**config.mk**
```make
export PLATFORM = sky130hd
export DESIGN_NAME = fp32_add_sequencer
export DESIGN_NICKNAME = d
export VERILOG_FILES = /design/src/rtl/fp32_pkg.sv /design/src/rtl/fp32_unpack.sv /design/src/rtl/fp32_add_sequencer.sv
export SDC_FILE = /design/constraint.sdc
export NUM_CORES = 1
export LEC_CHECK = 0
export CAP_MARGIN = 20
export CORE_MARGIN = 5
export CORE_UTILIZATION = 45
export CTS_BUF_LIST = sky130_fd_sc_hd__clkbuf_4 sky130_fd_sc_hd__clkbuf_8
export CTS_CLUSTER_DIAMETER = 30
export DETAILED_ROUTE_END_ITERATION = 10
export HOLD_SLACK_MARGIN = 0.06
export PLACE_DENSITY = 0.67
export SKIP_CTS_REPAIR_TIMING = 1
export SYNTH_ARGS = -nofsm -noshare
export SYNTH_HDL_FRONTEND = slang
export SYNTH_HIERARCHICAL = 1
export SYNTH_SLANG_ARGS = --single-unit
export TNS_END_PERCENT = 50
```
**constraint.sdc**
```tcl
create_clock -name clk -period 4.4 [get_ports clk]
set_input_delay 0.88 -clock clk [delete_from_list [all_inputs] [get_ports clk]]
set_output_delay 0.88 -clock clk [all_outputs]
set_load 0.005 [all_outputs]
```
**src/rtl/fp32_pkg.sv**
```systemverilog
// Shared field widths, FSM state encoding and the packed single-precision
// layout used by the sequential fp32 adder.
package fp32_pkg;

  localparam int unsigned EXP_W  = 8;
  localparam int unsigned FRAC_W = 23;
  localparam int unsigned MANT_W = 27;

  localparam logic [EXP_W-1:0] EXP_MAX = 8'hFF;

  typedef enum logic [2:0] {
    IDLE,
    ALIGN,
    ADD,
    NORM,
    DONE
  } seq_state_t;

  typedef struct packed {
    logic              sign;
    logic [EXP_W-1:0]  exp;
    logic [FRAC_W-1:0] frac;
  } fp32_t;

  // Working mantissa {carry, hidden, frac, guard, sticky}; a zero exponent flushes to zero.
  function automatic logic [MANT_W-1:0] unpack_mant(input fp32_t x);
    if (x.exp == '0) return '0;
    return {2'b01, x.frac, 2'b00};
  endfunction

endpackage

```
**src/rtl/fp32_unpack.sv**
```systemverilog
// Combinational operand unpack: flush-to-zero, hidden bit, magnitude compare
// and larger/smaller swap ahead of the sequential datapath.
module fp32_unpack
  import fp32_pkg::*;
(
  input  fp32_t             a,
  input  fp32_t             b,
  output logic              sign_l,
  output logic              sign_s,
  output logic [EXP_W-1:0]  exp_l,
  output logic [EXP_W-1:0]  d,
  output logic [MANT_W-1:0] mant_l,
  output logic [MANT_W-1:0] mant_s
);

  logic [MANT_W-1:0] ma, mb;
  logic              a_large;

  always_comb begin
    ma      = unpack_mant(a);
    mb      = unpack_mant(b);
    // Ties on both exponent and mantissa keep A as the larger operand.
    a_large = (a.exp > b.exp) || ((a.exp == b.exp) && (ma >= mb));
    if (a_large) begin
      sign_l = a.sign;
      sign_s = b.sign;
      exp_l  = a.exp;
      d      = a.exp - b.exp;
      mant_l = ma;
      mant_s = mb;
    end else begin
      sign_l = b.sign;
      sign_s = a.sign;
      exp_l  = b.exp;
      d      = b.exp - a.exp;
      mant_l = mb;
      mant_s = ma;
    end
  end

endmodule

```
**src/rtl/fp32_add_sequencer.sv**
```systemverilog
// Multi-cycle fp32 adder: one shared mantissa datapath stepped through
// align, add and normalise, one bit-shift per cycle, truncating result.
module fp32_add_sequencer
  import fp32_pkg::*;
#(
  parameter int unsigned MAX_ALIGN = 25
) (
  input  logic        clk,
  input  logic        rst,
  input  logic        in_valid,
  output logic        in_ready,
  input  logic [31:0] Addend1,
  input  logic [31:0] Addend2,
  output logic        out_valid,
  input  logic        out_ready,
  output logic [31:0] Sum,
  output logic        busy
);

  localparam logic [EXP_W-1:0] ALIGN_LIM = EXP_W'(MAX_ALIGN);

  seq_state_t        state, state_next;
  logic              sign_l, sign_s;
  logic [EXP_W-1:0]  exp_r, d_r;
  logic [MANT_W-1:0] mant_r, small_r;
  logic [31:0]       sum_r;
  logic              norm_done;

  logic              u_sign_l, u_sign_s;
  logic [EXP_W-1:0]  u_exp_l, u_d;
  logic [MANT_W-1:0] u_mant_l, u_mant_s;

  fp32_unpack u_unpack (
    .a      (Addend1),
    .b      (Addend2),
    .sign_l (u_sign_l),
    .sign_s (u_sign_s),
    .exp_l  (u_exp_l),
    .d      (u_d),
    .mant_l (u_mant_l),
    .mant_s (u_mant_s)
  );

  // NORM exits on carry, zero, hidden bit set, or a left shift that would hit exp 0.
  assign norm_done = mant_r[MANT_W-1] || mant_r[MANT_W-2] || (mant_r == '0) ||
                     (exp_r == EXP_W'(1));

  assign Sum = sum_r;

  always_ff @(posedge clk) begin
    if (rst) state <= IDLE;
    else     state <= state_next;
  end

  always_comb begin
    state_next = state;
    in_ready   = 1'b0;
    out_valid  = 1'b0;
    busy       = 1'b1;
    case (state)
      IDLE: begin
        in_ready = 1'b1;
        busy     = 1'b0;
        if (in_valid) state_next = ALIGN;
      end
      ALIGN:   if ((d_r == '0) || (d_r >= ALIGN_LIM)) state_next = ADD;
      ADD:     state_next = NORM;
      NORM:    if (norm_done) state_next = DONE;
      DONE: begin
        out_valid = 1'b1;
        if (out_ready) state_next = IDLE;
      end
      default: state_next = IDLE;
    endcase
  end

  always_ff @(posedge clk) begin
    if (rst) begin
      sign_l  <= 1'b0;
      sign_s  <= 1'b0;
      exp_r   <= '0;
      d_r     <= '0;
      mant_r  <= '0;
      small_r <= '0;
      sum_r   <= '0;
    end else begin
      case (state)
        IDLE: if (in_valid) begin
          sign_l  <= u_sign_l;
          sign_s  <= u_sign_s;
          exp_r   <= u_exp_l;
          d_r     <= u_d;
          mant_r  <= u_mant_l;
          small_r <= u_mant_s;
        end
        ALIGN: if (d_r >= ALIGN_LIM) begin
          small_r <= '0;
        end else if (d_r != '0) begin
          small_r <= {1'b0, small_r[MANT_W-1:2], small_r[1] | small_r[0]};
          d_r     <= d_r - EXP_W'(1);
        end
        ADD: begin
          if (sign_l == sign_s) mant_r <= mant_r + small_r;
          else                  mant_r <= mant_r - small_r;
        end
        NORM: begin
          if (mant_r[MANT_W-1]) begin
            if (exp_r == EXP_MAX - EXP_W'(1)) sum_r <= {sign_l, EXP_MAX, 23'h0};
            else                             sum_r <= {sign_l, exp_r + EXP_W'(1), mant_r[25:3]};
          end else if (mant_r == '0) begin
            sum_r <= '0;
          end else if (mant_r[MANT_W-2]) begin
            sum_r <= {sign_l, exp_r, mant_r[24:2]};
          end else begin
            mant_r <= mant_r << 1;
            exp_r  <= exp_r - EXP_W'(1);
            if (exp_r == EXP_W'(1)) sum_r <= '0;
          end
        end
        default: ;
      endcase
    end
  end

endmodule

```
; ---- Yosys cells after proc, flatten, opt, wreduce, memory -nomap -nowiden
; Cells that the tools add are included.
[totals]
output_inout_bits = 35
register_bits = 107
inputBits = 68
[op_classes]
n_addsub = 7
mux = 44
n_eq_ne = 18
magnitude_cmp = 3
bitwise = 1
n_reduce_logical = 25
[op_table]
columns = op, n
row1 = 2-to-1 mux 27 bit, 12
row2 = 2-to-1 mux 32 bit, 4
row3 = case mux 27 bit (3 select lines), 1
row4 = 2-to-1 mux 8 bit, 9
row5 = case mux 27 bit (2 select lines), 1
row6 = 2-to-1 mux 26 bit, 2
row7 = case mux 8 bit (2 select lines), 2
row8 = 2-to-1 mux 31 bit, 1
row9 = adder 27 bit, 1
row10 = >= comparator 27 bit, 1
row11 = zero test 27 bit, 1
row12 = subtractor 27 bit, 1
row13 = zero test 8 bit, 3
row14 = "inequality test 2 bit, second input constant", 9
row15 = "subtractor 8 x 1 -> 8 bit, second input constant", 2
row16 = subtractor 8 bit, 2
row17 = case mux 3 bit (5 select lines), 1
row18 = 2-to-1 mux 3 bit, 4
row19 = AND reduction 4 bit, 3
row20 = AND reduction 5 bit, 2
row21 = "adder 8 x 1 -> 8 bit, second input constant", 1
row22 = "== test 8 x 1 -> 1 bit, second input constant", 1
row23 = == test 8 bit, 1
row24 = "== test 8 bit, second input constant", 1
row25 = other kinds (18), 32

; ---- Longest topological paths before layout
[depth]
ltp_word = 9
mapped_depth = 20
depth_no_buf = 17

; ---- Modules after synthesis
; The synthesis kept the hierarchy.
[by_module_without_submodules]
columns = mod, area_per_inst_um2, seq_area_each_um2, instances, cells_per_inst
row1 = fp32_add_sequencer, 7233.2, 2142.1, 1, 947
row2 = fp32_unpack, 2138.3, 0.0, 1, 360

; ---- Worst setup path after synthesis
; Ideal clock, no wire load.
[synth_path]
path_kind = input to register
start = input Addend1[24]
end = register mant_r[24]
stages = 18
t_required_ns = 4.273
arrival_ns = 3.861
setup_time_ns = 0.127
path_buffers = 3
path_slack_ns = 0.412
cell_sequence = nor4_1 -> nand2_1 -> clkbuf_1 -> nand2_1 -> inv_1 -> ha_1 -> nand4_2 -> nor3_2 -> and2_1 -> o31ai_1 -> a31o_2 -> buf_6 -> buf_4 -> nand3_1 -> o21ai_0 -> a221oi_1 -> nor2_1 -> or3_1
[synth_between]
elab_chain_cells = 9
[synth_lines]
columns = element, line
row1 = "start, declared", fp32_add_sequencer.sv:12  ; input logic [31:0] Addend1,
row2 = zero test 8 bit, fp32_pkg.sv:27  ; if (x.exp == '0) return '0;
row3 = 2-to-1 mux 1 bit, fp32_pkg.sv:27
row4 = 2-to-1 mux 27 bit, fp32_pkg.sv:28  ; return {2'b01, x.frac, 2'b00};
row5 = >= comparator 27 bit, fp32_unpack.sv:23  ; a_large = (a.exp > b.exp) || ((a.exp == b.exp) && (ma >= mb));
row6 = logical AND 1 bit, fp32_unpack.sv:23
row7 = logical OR 1 bit, fp32_unpack.sv:23
row8 = 2-to-1 mux 27 bit *, fp32_unpack.sv:24  ; if (a_large) begin
row9 = via u_mant_l[24], fp32_add_sequencer.sv:31  ; logic [MANT_W-1:0] u_mant_l, u_mant_s;
row10 = 2-to-1 mux 27 bit *, fp32_add_sequencer.sv:88  ; IDLE: if (in_valid) begin
row11 = case mux 27 bit (3 select lines) *, fp32_add_sequencer.sv:87  ; case (state)
row12 = "end signal, assigned", fp32_add_sequencer.sv:93  ; mant_r <= u_mant_l;
row13 = "end signal, assigned", fp32_add_sequencer.sv:103  ; if (sign_l == sign_s) mant_r <= mant_r + small_r;
row14 = "end signal, assigned", fp32_add_sequencer.sv:104  ; else mant_r <= mant_r - small_r;
row15 = "end, declared", fp32_add_sequencer.sv:25  ; logic [MANT_W-1:0] mant_r, small_r;
; Mark *: on every way through the listed nets, which the timed path passes. The rest lies on a longest branch. The select of a mux whose other input is x is not followed.
; A chain may end at the register's enable or synchronous reset.

; ---- Worst setup path after layout
[layout_path]
start = input Addend1[27]
end = register mant_r[4]
; The elaborated chain is that of the path after synthesis.

==> flow_summary.ini <==
[routing]
wire_per_inst_um = 16.9
drtPass1Iterations = 6
drc_errors = 0
antenna_left = 0
vias = 10100
via_per_inst = 5.80
drt_iter0_markers = 1026
drt_wl_total_um = 29300

[clock_tree]
cts_root_buffer = clkbuf_8
clk_transition_reported_paths_ps = 110
cts_buffers = 9
cts_tree = yes
cts_buffer_depth = 2
clkSinkCount = 107
clock_latency_ps = 400
h-tree-depth = 3

[global_route]
overflow = 0
grt_first_pass_wirelength_um = 46700
grt_max_degree = 72
grt_pass1_vias = 9022
grt_use_total = 0.235
antenna_found_initial = 0

[power_and_ir_drop]
powerDensity_nw_per_um2 = 447
power_uw = 5230
p_leak_uw = 0.00507
ir_worst_vdd_mv = 0.210

[worst_setup_path]
cp-endpoint = mant_r[4]
cp_cell_sequence = clkdlybuf4s50_1, nor4_1, buf_4, nand2_2, buf_12, buf_12, nand2_1, inv_1, ha_1, nand4_1, nor2_1, and2_1, o31ai_1, buf_4, a31o_4, buf_4, buf_4, o21ai_0, buf_4, nor2_1, a211o_1, a21oi_1
crit_family = buffers and inverters
worstSetupStartpoint = Addend1[27]
reg2regPathDepth = 15
worstSetupStartpointType = input port
cp.required_ps = 4720
cp_max_fo = 17
crit_buf_inv = 9
regToRegStartpoint = small_r[6]
endpoint_kind = flop
crit_cells = 22
reg2reg_to = mant_r[24]
slowest_delay_ps = 420
reg2reg_setup_slack_ps = 320
critPathSlowestCell = clkdlybuf4s50_1
cp.arrival_ps = 4570
crit_type = input port to flop
cp_common_cell = buf_4

[floorplanning]
start_util = 0.460
die_x_um = 154
design.core.area_um2 = 20400
die-height_um = 154
ios = 103
fp-row-count = 52
die_area_um2 = 23800

[status]
status = completed

[timing]
tightest_slew_ps = 782
clock_skew_ps = 13.3
slew_headroom = 0.479
period_needed_ps = 4250
max_freq_mhz = 235
final-setup-viol-count = 0
post-route-period-util = 0.966
hold_violations = 0
hold_ws_ps = 460
drv_slew = 0

[yosys]
ys_seq_elements = 107
avgSynthCellArea_um2 = 7.17
async_flop_share = 0
synth_top_area_frac = 0.229
synthMostInstantiatedCell = nand2_1
synth.top_cells.by_count = nand2_1 (152), nor2_1 (142), dfxtp_1 (107), o21ai_0 (95), a21oi_1 (78)
synth_cells = 1307
synth_top_area_cell = dfxtp_1
synth_area_um2 = 9370
synth_top_flop_cell = dfxtp_1
synth.distinct_cells = 69
synth_warnings = 6
yosysSeqAreaShare = 0.229
synth_edf_count = 0
synth_area_leaders = dfxtp_1 (23%), ha_1 (10%), nand2_1 (6.1%)

[hold_path]
min_path_cells = 2
hold_path_class = flop to flop

[placed_design]
port-buffer-count = 102
dp_hpwl_um = 22300
gp_congestion = 0.918

[cells_and_area]
nets = 1606
diodes = 0
area_delta_synth_final_pct = 24.8
layout-drive-gt1-share = 0.125

[run]
maxCapViolCount = 0
power by group:
part / total, µW / switching (µW) / internal (µW)
logic: 3040 / 1750 / 1290
clock network: 663 / 355 / 309
registers: 1520 / 346 / 1180
total: 5230 / 2450 / 2770
through the flow:
stage                     area, µm²   util  std cells  setup WS (ps)  TNS (ps)
after floorplan                9390      -       1312            412         0
after global placement        11300  0.557       1711           -283     -9450
after detailed placement      11300  0.557       1711           -338    -11470
after CTS                     11500  0.567       1727           93.7         0
after global routing          11700  0.574       1735          -20.4     -31.9
final                         11700  0.574       1735            151         0
tightest hold or removal path, stage by stage (launching register included):
cell,delay [ps]
dfxtp_1,320
nand2_1,50
a21oi_1,50
layout make-up:
class                   instances  area, µm²
well taps                     270        338
repair buffers                234       2100
inverters                      60        225
clock inverters                 3       46.3
fillers                      1909       8670
flip-flops and latches        107       2140
multi-input cells            1048       6680
clock buffers                  13        166
per-layer routing:
metal  vias up  global-route usage  part of all wire
li1       5070                   -                 -
met1      4596               0.363              0.49
met2       371               0.343              0.42
met3        26              0.0305             0.076
met4         0              0.0585             0.015
met5         -                   0                 0
sequential cells by signal, summed over array words and instances, names as in the netlist:
register  count
exp_r         8
sign_l        1
Sum          32
mant_r       27
state         3
d_r           8
small_r      27
sign_s        1
how the worst min path moves through the flow:
stage | from | to | slack [ps]
5_1_grt | Sum[31] | Sum[31] | 480
3_5_place_dp | Sum[31] | Sum[31] | 450
6_report | Sum[22] | Sum[22] | 460
3_3_place_gp | Sum[31] | Sum[31] | 440
4_1_cts | Sum[31] | Sum[31] | 460
2_1_floorplan | Sum[31] | Sum[31] | 450
kinds of logic after synthesis:
| family | synth area share |
|---|---|
| AOI/OAI and AO/OA | 0.291 |
| xor gates and xnor gates | 0.0477 |
| adders and majority gates | 0.107 |
| buffers and inverters | 0.0706 |
| DFF | 0.229 |
| muxes | 0.0121 |
| other | 0.000400 |
| and+or+nand+nor | 0.243 |
placed cells by master (no fill, tap or decap), types with 6 or more instances in the layout:
cell type and instances:
nor2_1 142, nand4_1 10, o21ai_0 90, buf_4 126, nor3_1 42, clkbuf_8 11, xor2_1 25, nand3_1 54
a311oi_1 6, nand2b_1 13, nor4_1 19, a222oi_1 8, and3_1 7, inv_1 60, o31ai_1 7, o211ai_1 14
nor2b_1 13, a21o_1 19, a31oi_1 17, nand2_1 151, mux2i_1 6, conb_1 6, a21oi_1 76, a22oi_1 36
clkdlybuf4s50_1 100, dfxtp_1 107, a211oi_1 50, ha_1 75, a221oi_1 30, xnor2_1 26, o21ai_1 6, or2_2 8
No activity file was read; power rests on OpenSTA's default activity.
